--- src/rtl/instr_fetch.sv ---
// Fetch/issue front end for the 4-bit-opcode CPU: owns the PC, fetches one word at a time, holds it in IR.
// Define RETIRE_CNT_EN to add the retire_count output (count of acknowledged instructions).
module instr_fetch #(
    parameter int              PC_W     = 8,
    parameter logic [PC_W-1:0] RESET_PC = '0
) (
    input  logic            clk,
    input  logic            rst,
    output logic            imem_req,
    output logic [PC_W-1:0] imem_addr,
    input  logic            imem_valid,
    input  logic [15:0]     imem_rdata,
    output logic [3:0]      opcode,
    output logic [3:0]      rs,
    output logic [3:0]      rt,
    output logic [3:0]      rd,
    output logic [3:0]      imm,
    output logic            instr_valid,
    input  logic            instr_ack,
    input  logic            alu_zero,
    output logic [PC_W-1:0] pc
`ifdef RETIRE_CNT_EN
    ,
    output logic [15:0]     retire_count
`endif
);

    localparam logic [3:0]      OP_BEQ = 4'b0110;
    localparam logic [3:0]      OP_JMP = 4'b0111;
    localparam logic [PC_W-1:0] PC_ONE = PC_W'(1);

    typedef enum logic [1:0] {
        S_FETCH,
        S_WAIT,
        S_ISSUE
    } state_e;

    state_e          state_q, state_d;
    logic [PC_W-1:0] pc_q, pc_d;
    logic [15:0]     ir_q, ir_d;
    logic            req_q, req_d;
    logic            valid_q, valid_d;
    logic [PC_W-1:0] pc_inc, jmp_target, br_offset, next_pc;
    logic            ack_accept;

    assign ack_accept = (state_q == S_ISSUE) && instr_ack;

    always_ff @(posedge clk) begin
        if (rst) begin
            state_q <= S_FETCH;
        end else begin
            state_q <= state_d;
        end
    end

    always_comb begin
        state_d = state_q;
        case (state_q)
            S_FETCH: state_d = S_WAIT;
            S_WAIT:  if (imem_valid) state_d = S_ISSUE;
            S_ISSUE: if (instr_ack) state_d = S_FETCH;
            default: state_d = S_FETCH;
        endcase
    end

    // Redirection is decoded straight from IR so control-decoder don't-cares cannot disturb the PC.
    always_comb begin
        pc_inc     = pc_q + PC_ONE;
        jmp_target = PC_W'(ir_q[11:0]);
        br_offset  = PC_W'($signed(ir_q[3:0]));
        next_pc    = pc_inc;
        case (ir_q[15:12])
            OP_JMP:  next_pc = jmp_target;
            OP_BEQ:  if (alu_zero) next_pc = pc_inc + br_offset;
            default: next_pc = pc_inc;
        endcase
    end

    always_comb begin
        req_d   = (state_q == S_FETCH);
        ir_d    = ir_q;
        valid_d = valid_q;
        pc_d    = pc_q;
        if ((state_q == S_WAIT) && imem_valid) begin
            ir_d    = imem_rdata;
            valid_d = 1'b1;
        end
        if (ack_accept) begin
            valid_d = 1'b0;
            pc_d    = next_pc;
        end
    end

    always_ff @(posedge clk) begin
        if (rst) begin
            pc_q    <= RESET_PC;
            ir_q    <= 16'h0000;
            req_q   <= 1'b0;
            valid_q <= 1'b0;
        end else begin
            pc_q    <= pc_d;
            ir_q    <= ir_d;
            req_q   <= req_d;
            valid_q <= valid_d;
        end
    end

    assign imem_req    = req_q;
    assign imem_addr   = pc_q;
    assign pc          = pc_q;
    assign opcode      = ir_q[15:12];
    assign rs          = ir_q[11:8];
    assign rt          = ir_q[7:4];
    assign rd          = ir_q[3:0];
    assign imm         = ir_q[3:0];
    assign instr_valid = valid_q;

`ifdef RETIRE_CNT_EN
    logic [15:0] retire_q;

    always_ff @(posedge clk) begin
        if (rst) begin
            retire_q <= 16'h0000;
        end else if (ack_accept) begin
            retire_q <= retire_q + 16'h0001;
        end
    end

    assign retire_count = retire_q;
`endif

endmodule

--- config.mk ---
export PLATFORM = sky130hd
export DESIGN_NAME = instr_fetch
export DESIGN_NICKNAME = d
export VERILOG_FILES = /design/src/rtl/instr_fetch.sv
export SDC_FILE = /design/constraint.sdc
export NUM_CORES = 1
export LEC_CHECK = 0
export BUFFER_PORTS_ARGS = -buffer_cell sky130_fd_sc_hd__buf_2
export CORE_MARGIN = 8
export CORE_UTILIZATION = 50
export DETAILED_ROUTE_END_ITERATION = 10
export PLACE_DENSITY_LB_ADDON = 0.3
export RECOVER_POWER = 50
export SLEW_MARGIN = 20
export SYNTH_ARGS = -nofsm -noshare
export SYNTH_HDL_FRONTEND = slang
export SYNTH_SLANG_ARGS = --single-unit
--- constraint.sdc ---
create_clock -name clk -period 2.68 [get_ports clk]
set_input_delay 0.804 -clock clk [delete_from_list [all_inputs] [get_ports clk]]
set_output_delay 0.804 -clock clk [all_outputs]
set_load 0.005 [all_outputs]
==> run_results.csv, run 1 <==
group,metric,value,unit
power,power_frac_seq,53.6,%
synth,avgSynthCellArea,7.827,um^2
sta,final_hold_viol_count,0,
power,power.density,427.6,mW/mm^2
floorplanning,core-area,0.003284,mm^2
route,routedWlPerCell,15.11,um
route,drt_wl_total,4624,um
sta,period_share,91.97,%
sta,setup_viol,0,
worst_setup_path,crit_slowest_cell,"dfxtp_2",
layout,fill_cells,328,
worst_setup_path,cp-end-kind,"register",
grt,antenna_found_initial,0,
route,drt-initial-drc-count,193,
placed_design,place_inst,302,
sta,whs,467.7,ps
layout,drive_above_1_share,23.08,%
power,leakagePower,0.9073,nW
synth,syn_nets,245,
worst_setup_path,cp_data_arrival_time,2700,ps
sta,tns,0,ps
clock_tree,cts.htree.levels,1,
synth,syn_inst,215,
worst_setup_path,cp_slowest_stage_delay,400,ps
clock_tree,cts_tree,"yes",
route,via_per_inst,5.461,
synth,synth_ff_type,"dfxtp_1",
synth,synth_top_area_cell,"dfxtp_1",
worst_setup_path,critPathKind,"register to register",
synth,syn-cell-area,0.001683,mm^2
layout,area_growth,17.84,%
power,pwr-share-comb,13.0,%
power,p_sw,0.2132,mW
sta,final_max_slew_viol_count,0,
clock_tree,hold_buffers,0,
route,vias,1671,
flow_run,cap_violations,0,
power,ir_worst_vdd,0.2899,mV
sta,worst_slew_pin_slew,910.2,ps
floorplanning,start_util,51.24,%
grt,grt_pass1_vias,1564,
grt,grt_pass1_wl,7307,um
grt,grt_max_degree,18,
floorplanning,num_rows,21,
worst_setup_path,crit_buf_inv,1,
floorplanning,die_area,0.005478,mm^2
layout,postLayoutCoreUtil,60.38,%
synth,yosysUniqueCellTypes,45,
worst_setup_path,cp_data_required_time,2910,ps
power,p_int,0.6349,mW
placed_design,hpwlAfterDp,3513,um
floorplanning,die_w,74.02,um
power,switching_share,25.14,%
clock_tree,clock-root-buffer,"clkbuf_4",
synth,ys_ff_latch,28,
synth,synth_edf_count,0,
clock_tree,numCtsBuffers,3,
synth,synth_top_cell_area_share,33.31,%
layout,final_cell_mix,"buf_2, nand2_1, dfxtp_1",
sta,timing.slew.headroom,39.32,%
clock_tree,clock_path_buffers,2,
placed_design,placed_area,0.001939,mm^2
route,drc_errors,0,
min_path,min_path_type,"register to register",
synth,seq_area_frac_synth,33.31,%
floorplanning,die_h,74.02,um
layout,fin_area,0.001983,mm^2
route,firstDrtPassIters,4,
layout,layout_commonest_cell,"buf_2",
placed_design,place_congestion,0.9536,
run_status,outcome,"completed",
sta,skew,1.842,ps
worst_setup_path,path_delay_family,"adder cells",
worst_setup_path,start_kind,"register",
floorplanning,ios,59,
synth,ys_async_sr_fraction,0,%
clock_tree,post_cts_resized,0,
layout,antenna_cells,0,
clock_tree,clock_latency,340,ps
clock_tree,post-cts-setup-buffers,0,
synth,synthTopCellsByArea,"dfxtp_1, nand2_1, a21oi_1",
grt,overflow,0,
placed_design,numPortBuffers,58,
layout,fin_cells,306,
worst_setup_path,crit_chain,"ha_1 > nand3_1 > xnor2_2 > ha_1 > nand3_1 > o211ai_1 > o41ai_1 > buf_4 > mux2i_1 > o221ai_1",
clock_tree,cts_sinks,28,
clock_tree,path_clk_slew,150,ps
sta,max_freq,405.7,MHz
route,ant_nets,0,
sta,layout_min_cycle_time,2465,ps
grt,track_usage,16.78,%
power,p_clk_share,33.4,%
synth,yosys_warnings,0,
layout,nets,291,
worst_setup_path,critPathMaxFanout,6,
## power groups by stage
stage	Combinational (mW)	Sequential [mW]	Clock, mW
after global routing	0.124	0.458	0.308
after floorplan	0.0698	0.459	0
after detailed placement	0.113	0.463	0
after global placement	0.111	0.462	0
final	0.110	0.455	0.284
after CTS	0.113	0.454	0.287
## stage by stage
stage,power [mW],setup slack (ps)
final,0.8481,215.3
after global routing,0.8900,-10.61
after global placement,0.5734,306.9
after CTS,0.8540,130.2
after detailed placement,0.5758,156.1
after floorplan,0.5288,263.2
## final timing paths
check,slack (ps),start,endpoint,cells past startpoint
max,220,imem_addr[1]$_SDFFE_PP0P_,imem_addr[7]$_SDFFE_PP0P_,10
min,470,ir_q[11]$_SDFFE_PP0P_,ir_q[11]$_SDFFE_PP0P_,2
max reg2reg,220,imem_addr[1]$_SDFFE_PP0P_,imem_addr[7]$_SDFFE_PP0P_,10
min reg2reg,470,ir_q[11]$_SDFFE_PP0P_,ir_q[11]$_SDFFE_PP0P_,2
## per-layer routing
layer,global-route usage [%],wire (um)
met1,20.73,2046
met2,25.78,2090
met3,6.604,435
met4,5.765,53
met5,0,0
## area by class of cell
class	instances	area, um^2	area share (%)
inverter	4	15.01	0.7571
multi-input combinational	161	985.9	49.72
clock inverter	1	30.03	1.514
tap	46	57.56	2.902
clock buffer	3	22.52	1.136
sequential	28	561.8	28.33
timing repair buffer	63	310.3	15.65
## registers in the layout, summed over array words and instances, names as in the netlist
signal / flops
imem_addr: 8
imem_req: 1
instr_valid: 1
ir_q: 16
state_q: 2
## synth_stat cells, drive strengths merged, types with 3 or more instances
library cell and n:
o21ai 6, a21oi 24, a211oi 3, xnor2 5, o221ai 3, inv 4, dfxtp 28, ha 8
nor2 15, nand2 42, nand3 8, nor3 3, buf 13, clkbuf 9, xor2 4, nand3b 3
a31oi 4
## worst register-to-register path: cells and delay by family (launching register included)
family                   cells  cell delay, ps
buffers and inverters        1             180
AO/OA/AOI/OAI                3             510
XOR/XNOR                     1             230
adder cells (fa/ha/maj)      2             580
AND/OR/NAND/NOR              2             270
flip-flops                   1             400
multiplexers                 1             170
## cell families (layout without fill, tap and decap cells)
| kind of cell | count (synthesis) | in the layout | share of synthesized area, % |
|---|---|---|---|
| and+or+nand+nor | 84 | 84 | 23.12 |
| AOI/OAI and AO/OA | 56 | 56 | 21.34 |
| DFF | 28 | 28 | 33.31 |
| buffers and inverters | 26 | 71 | 8.550 |
| adders and majority gates | 9 | 9 | 7.138 |
| xor gates and xnor gates | 9 | 9 | 4.684 |
| muxes | 3 | 3 | 1.859 |
Note: power is estimated with default switching activity, not from simulation.
==> run 2: changes to the inputs <==
--- a/config.mk
+++ b/config.mk
@@ -7,7 +7,8 @@
 export LEC_CHECK = 0
 export BUFFER_PORTS_ARGS = -buffer_cell sky130_fd_sc_hd__buf_2
 export CORE_MARGIN = 8
-export CORE_UTILIZATION = 50
+export CORE_UTILIZATION = 51
+export CTS_BUF_LIST = sky130_fd_sc_hd__clkbuf_2
 export DETAILED_ROUTE_END_ITERATION = 10
 export PLACE_DENSITY_LB_ADDON = 0.3
 export RECOVER_POWER = 50
==> run_results.csv, run 2 (same netlist as run 1, synthesis figures left out) <==
group,metric,value,unit
flow_run,cap_violations,0,
layout,fill_cells,325,
floorplanning,die_w,73.45,um
sta,period_share,90.39,%
worst_setup_path,start_kind,"register",
power,pwr-share-comb,13.1,%
grt,antenna_found_initial,0,
layout,antenna_cells,0,
placed_design,place_congestion,0.9669,
power,total_power,0.8280,mW
floorplanning,die_h,73.45,um
worst_setup_path,cp_data_arrival_time,2720,ps
placed_design,hpwlAfterDp,3441,um
worst_setup_path,critPathKind,"register to register",
sta,rsz0062_at_grt,"no",
placed_design,numPortBuffers,58,
clock_tree,cts_tree,"yes",
worst_setup_path,cp-end-kind,"register",
clock_tree,post_cts_resized,0,
grt,grt_pass1_vias,1543,
sta,whs,470.3,ps
sta,max_freq,412.8,MHz
placed_design,placed_area,0.001932,mm^2
sta,final_hold_viol_count,0,
power,p_sw,0.2160,mW
power,switching_share,26.09,%
route,routedWlPerCell,14.65,um
sta,layout_min_cycle_time,2422,ps
grt,grt_pass1_wl,6962,um
sta,skew,5.876,ps
placed_design,pre_cts_ws,186.8,ps
clock_tree,path_clk_slew,280,ps
floorplanning,die_area,0.005394,mm^2
sta,worst_slew_pin_slew,1241,ps
clock_tree,post-cts-setup-buffers,0,
sta,tns,0,ps
route,drt_wl_total,4468,um
route,vias,1657,
clock_tree,cts.htree.levels,1,
power,leakagePower,0.9052,nW
layout,nets,290,
worst_setup_path,r2r_slack,260,ps
clock_tree,clock_path_buffers,2,
grt,overflow,0,
layout,largest_register_ffs,16,
clock_tree,cts_sinks,28,
clock_tree,clock-root-buffer,"clkbuf_2",
clock_tree,numCtsBuffers,3,
grt,grt_max_degree,28,
route,drc_errors,0,
power,power.density,420.4,mW/mm^2
sta,timing.slew.headroom,17.28,%
sta,setup_viol,0,
layout,fin_area,0.001969,mm^2
grt,track_usage,15.85,%
route,ant_nets,0,
power,p_clk_share,31.9,%
worst_setup_path,cp_data_required_time,2980,ps
worst_setup_path,reg2reg_depth,10,
layout,final_cell_mix,"buf_2, nand2_1, dfxtp_1",
power,power_frac_seq,55.0,%
clock_tree,clock_latency,380,ps
layout,layout_commonest_cell,"buf_2",
worst_setup_path,critPathMaxFanout,6,
route,via_per_inst,5.433,
floorplanning,start_util,51.65,%
floorplanning,ios,59,
power,ir_worst_vdd,0.2468,mV
layout,drive_above_1_share,23.17,%
clock_tree,hold_buffers,0,
layout,largest-register,"ir_q",
route,drt-initial-drc-count,144,
power,p_int,0.6120,mW
run_status,outcome,"completed",
route,firstDrtPassIters,4,
min_path,hold_path_depth,2,
sta,final_max_slew_viol_count,0,
floorplanning,num_rows,21,
sta,layout_setup_ws,257.6,ps
min_path,min_path_type,"register to register",
layout,area_growth,17.03,%
floorplanning,core-area,0.003258,mm^2
[run 2: cell count changes in the layout (fill, tap and decap cells not counted)]
cell      before  now
buf_2         47   48
or2_0          2    1
clkbuf_2       0    3
or2_1          0    1
clkbuf_4       3    0
buf_4          4    3
clkbuf_1      12   11
[run 2: per-layer routing]
layer | routed length, um | GRT usage (%) | vias up
met5 | 0 | 0 | -
met4 | 73 | 5.322 | 0
met3 | 472 | 4.638 | 8
met2 | 2003 | 25.30 | 81
met1 | 1918 | 19.67 | 741
li1 | - | - | 827
[run 2: layout make-up]
type,instances,area [um^2],share of cell area [%]
clock buffer,3,15.01,0.7624
clock inverter,1,30.03,1.525
inverter,4,15.01,0.7624
multi-input combinational,161,985.9,50.06
sequential,28,561.8,28.53
tap,46,57.56,2.922
timing repair buffer,62,304.0,15.44
[run 2: worst paths after layout]
check                            start                        end
max          imem_addr[1]$_SDFFE_PP0P_  imem_addr[7]$_SDFFE_PP0P_
min               ir_q[9]$_SDFFE_PP0P_       ir_q[9]$_SDFFE_PP0P_
max reg2reg  imem_addr[1]$_SDFFE_PP0P_  imem_addr[7]$_SDFFE_PP0P_
min reg2reg       ir_q[9]$_SDFFE_PP0P_       ir_q[9]$_SDFFE_PP0P_
[run 2: metrics by stage]
stage | util (%) | std cells
after floorplan | - | 215
after global placement | 59.29 | 301
after detailed placement | 59.29 | 301
after CTS | 60.68 | 305
after global routing | 60.45 | 305
final | 60.45 | 305
[run 2: critical path: stages, from the launching register on]
cell	delay, ps
dfxtp_2	450
ha_1	240
nand3_1	150
xnor2_2	180
ha_1	350
nand3_1	110
o211ai_1	120
o41ai_1	250
buf_4	180
mux2i_1	180
o221ai_1	120
[run 2: power by group through the flow]
stage	Sequential [mW]	Combinational, mW	Clock [mW]
finish	0.455	0.108	0.264
global route	0.460	0.122	0.286
CTS	0.455	0.112	0.267
detailed placement	0.463	0.112	0
global placement	0.462	0.110	0
floorplan	0.459	0.0698	0
